<file path="src/rtl/traffic_light.sv">
// rtl/traffic_light.sv - four-phase intersection controller with per-phase cycle timer
// Moore FSM: NS_GO -> NS_CLEAR -> EW_GO -> EW_CLEAR, each held for its parameterised length.
module traffic_light #(
  parameter int unsigned NS_GREEN_CYCLES = 20,
  parameter int unsigned EW_GREEN_CYCLES = 20,
  parameter int unsigned ALL_RED_CYCLES  = 3
) (
  input  logic clk,
  input  logic reset,
  output logic NS_red,
  output logic NS_green,
  output logic EW_red,
  output logic EW_green
);

  localparam int unsigned MAX_NE  = (NS_GREEN_CYCLES > EW_GREEN_CYCLES) ? NS_GREEN_CYCLES
                                                                        : EW_GREEN_CYCLES;
  localparam int unsigned MAX_LEN = (MAX_NE > ALL_RED_CYCLES) ? MAX_NE : ALL_RED_CYCLES;
  localparam int unsigned TW      = (MAX_LEN > 1) ? $clog2(MAX_LEN) : 1;

  localparam logic [TW-1:0] NS_LAST  = TW'(NS_GREEN_CYCLES - 1);
  localparam logic [TW-1:0] EW_LAST  = TW'(EW_GREEN_CYCLES - 1);
  localparam logic [TW-1:0] RED_LAST = TW'(ALL_RED_CYCLES - 1);

  typedef enum logic [1:0] {
    NS_GO    = 2'd0,
    NS_CLEAR = 2'd1,
    EW_GO    = 2'd2,
    EW_CLEAR = 2'd3
  } state_e;

  state_e        state_q, state_d;
  state_e        next_phase;
  logic [TW-1:0] timer_q, timer_d;
  logic [TW-1:0] last_cnt;
  logic          ns_green_q, ew_green_q;

  always_comb begin
    last_cnt   = RED_LAST;
    next_phase = NS_GO;
    case (state_q)
      NS_GO: begin
        last_cnt   = NS_LAST;
        next_phase = NS_CLEAR;
      end
      NS_CLEAR: begin
        last_cnt   = RED_LAST;
        next_phase = EW_GO;
      end
      EW_GO: begin
        last_cnt   = EW_LAST;
        next_phase = EW_CLEAR;
      end
      default: begin
        last_cnt   = RED_LAST;
        next_phase = NS_GO;
      end
    endcase

    state_d = state_q;
    timer_d = timer_q + 1'b1;
    if (timer_q == last_cnt) begin
      state_d = next_phase;
      timer_d = '0;
    end
  end

  // Lamp registers are loaded from the next state so they change on the same edge as the state.
  always_ff @(posedge clk or negedge reset) begin
    if (!reset) begin
      state_q    <= EW_CLEAR;
      timer_q    <= '0;
      ns_green_q <= 1'b0;
      ew_green_q <= 1'b0;
    end else begin
      state_q    <= state_d;
      timer_q    <= timer_d;
      ns_green_q <= (state_d == NS_GO);
      ew_green_q <= (state_d == EW_GO);
    end
  end

  // Reds are the complement of greens, so a red/green pair can never disagree.
  assign NS_green = ns_green_q;
  assign EW_green = ew_green_q;
  assign NS_red   = ~ns_green_q;
  assign EW_red   = ~ew_green_q;

endmodule

</file>
<file path="config.mk">
export PLATFORM = sky130hd
export DESIGN_NAME = traffic_light
export DESIGN_NICKNAME = d
export VERILOG_FILES = /design/src/rtl/traffic_light.sv
export SDC_FILE = /design/constraint.sdc
export NUM_CORES = 1
export LEC_CHECK = 0
export ABC_AREA = 0
export ABC_CLOCK_PERIOD_IN_PS = 2650
export CAP_MARGIN = 5
export CORE_AREA = 4 4 41 43
export CTS_CLUSTER_DIAMETER = 200
export DETAILED_ROUTE_END_ITERATION = 16
export DIE_AREA = 0 0 45 47
export SKIP_CTS_REPAIR_TIMING = 1
export SYNTH_ARGS = -nofsm -noshare
export SYNTH_HDL_FRONTEND = slang
export SYNTH_SLANG_ARGS = --single-unit
</file>
<file path="constraint.sdc">
create_clock -name clk -period 2.65 [get_ports clk]
set_clock_uncertainty 0.2 [all_clocks]
set_input_delay 0.265 -clock clk [delete_from_list [all_inputs] [get_ports clk]]
set_output_delay 0.265 -clock clk [all_outputs]
set_load 0.05 [all_outputs]
</file>
==> results.yml <==
placed_design:
  hpwl_um: 551
  gp_congestion: 0.741
  port_buffers: 5
sta:
  finalSetupViolations: 0
  relSlewSlack_pct: 66.8
  timing.fmax_mhz: 430
  whs_ps: 87.8
  timing.setup.tns_ps: 0
  tightestPinTransition_ps: 497
  rsz0062_at_grt: "no"
  fin_crit_ps: 2320
  hold_violations: 0
  fin_crit_sh_pct: 87.7
  report.final.slew_viol_count: 0
yosys:
  ys_ff_latch: 9
  ys.flop_type: "dfrtp_1"
  syn-cell-area_sq_um: 482
  synth_commonest_cells: "dfrtp_1 (7), ha_1 (4), inv_1 (4), nor2_1 (4)"
  post_synth.cell_area_avg_sq_um: 11.5
  synth_edf_count: 0
  yosysTopAreaCellShare_pct: 36.4
  yosys_warnings: 0
  yosys.area.top_type: "dfrtp_1"
  yosysSeqAreaShare_pct: 47.3
  post-synth-top-count-cell: "dfrtp_1"
  syn-instance-count: 42
  synthArstFlopShare_pct: 100
  synthTopCellsByArea: "dfrtp_1 (36%), dfstp_2 (11%), ha_1 (10%)"
  ys_types: 19
  syn_nets: 48
finish:
  utilization_pct: 44.3
  final_nets: 58
  antenna_cells: 0
  drive_gt1_share_pct: 17.6
  area_growth_pct: 19.7
route:
  vias: 304
  drt-pass1-iter-count: 4
  first_iter_violations: 1
  wl_per_cell_um: 11.1
  vias_per_cell: 4.61
  wl_um: 734
  drc: 0
  drtAntennaViolNets: 0
clock_network:
  clock_sinks: 9
  clk-insertion-delay-late_ps: 260
  clkTransAtPathRegs_ps: 70
  cts-htree-levels: 1
  cts-root-buf: "clkbuf_4"
  cts_inserted_buffers: 3
  clock_path_buffers: 2
  cts_tree: "done"
die:
  die_area_sq_um: 2120
  initial_core_util_pct: 37.0
  core_sq_um: 1300
  rows: 13
  fp.dieW_um: 45
  ios: 6
  fp.dieH_um: 47
status:
  status: "finished, final reports clean"
worst_setup_path:
  worstPathRequired_ps: 2650
  setup.worst_path.start_class: "flip-flop"
  path_max_fanout: 8
  path_class: "flip-flop to flip-flop"
  crit_path_end_kind: "flip-flop"
  arrival_ps: 2320
global_route:
  gr-usage-all-layers_pct: 9.52
  grt_max_degree: 10
  grt_first_pass_wirelength_mm: 1.32
  grt_pass1_vias: 304
  overflow: 0
  antenna_found_initial: 0
power_and_ir_drop:
  ir_drop_uv: 348
  leakagePower_nw: 0.249
  powerDensity_nw_per_um2: 431
worst_hold_path:
  min_path_type: "primary input to asynchronous set/reset pin"
flow_run:
  maxCapViolCount: 0
metal layers:
layer	global-route usage [%]	routed length [um]	share of wire, %
met1	10.8	337	46
met2	13.8	340	46
met3	5.75	39	5.3
met4	5.26	16	2.2
met5	0	0	0
power breakdown:
| part | switching [mW] | leakage (nW) | internal (mW) | total, mW |
|---|---|---|---|---|
| combinational | 0.00248 | 0.130 | 0.00130 | 0.00378 |
| sequential | 0 | 0.104 | 0.138 | 0.138 |
| clock | 0.0492 | 0.0150 | 0.0580 | 0.107 |
| total | 0.0516 | 0.249 | 0.197 | 0.249 |
path summary, 6_finish.rpt:
| kind | start | to | slack (ps) | cells past startpoint |
|---|---|---|---|---|
| max reg2reg | flip-flop | state_q[1] | 330 | 5 |
| min | reset | timer_q[4] | 90 | 1 |
| min reg2reg | timer_q[3] | timer_q[3] | 290 | 1 |
| max | flip-flop | state_q[1] | 330 | 5 |
| max in group asynchronous | reset | asynchronous set/reset pin | 1840 | 1 |
| min in group clk | timer_q[3] | timer_q[3] | 290 | 1 |
cell families (layout without fill, tap and decap cells):
| logic type | after synthesis | after routing | synth area share [%] |
|---|---|---|---|
| compound gates | 5 | 5 | 8.83 |
| simple gates | 13 | 13 | 15.8 |
| flops | 9 | 9 | 47.3 |
| xor+xnor | 4 | 4 | 7.27 |
| buf+inv | 4 | 13 | 3.12 |
| mux | 3 | 3 | 7.27 |
| fa+ha+maj | 4 | 4 | 10.4 |
cell usage in the layout (no fill, tap or decap), drive strengths merged, types with 2 or more instances in the layout:
master         count
nor2               4
ha                 4
mux2i              2
clkbuf             4
nand3              2
inv                4
nand2              2
dfstp              2
o21ai              3
clkdlybuf4s50      5
dfrtp              7
xnor2              3
stage by stage:
| step | power [mW] | cells | setup WS (ps) | cell area [sq um] |
|---|---|---|---|---|
| floorplan | 0.140 | 42 | 445 | 482 |
| global placement | 0.144 | 62 | 330 | 551 |
| detailed placement | 0.144 | 62 | 329 | 551 |
| CTS | 0.253 | 66 | 320 | 577 |
| global route | 0.267 | 66 | 231 | 577 |
| finish | 0.249 | 66 | 325 | 577 |
critical path, cell delays in order, from the launching register on:
cell and delay [ps]:
dfstp_2 550, inv_1 90, ha_1 230, or3_4 400
a211oi_4 460, mux2_4 340
area by class of cell:
cell class	instances	area, sq um
tap	15	18.8
clock buffer	4	26.3
fill	131	724
inverter	4	15.0
timing repair buffer	5	50.0
sequential	9	228
multi-input combinational	29	239
Power figures use the tool's default switching activity.
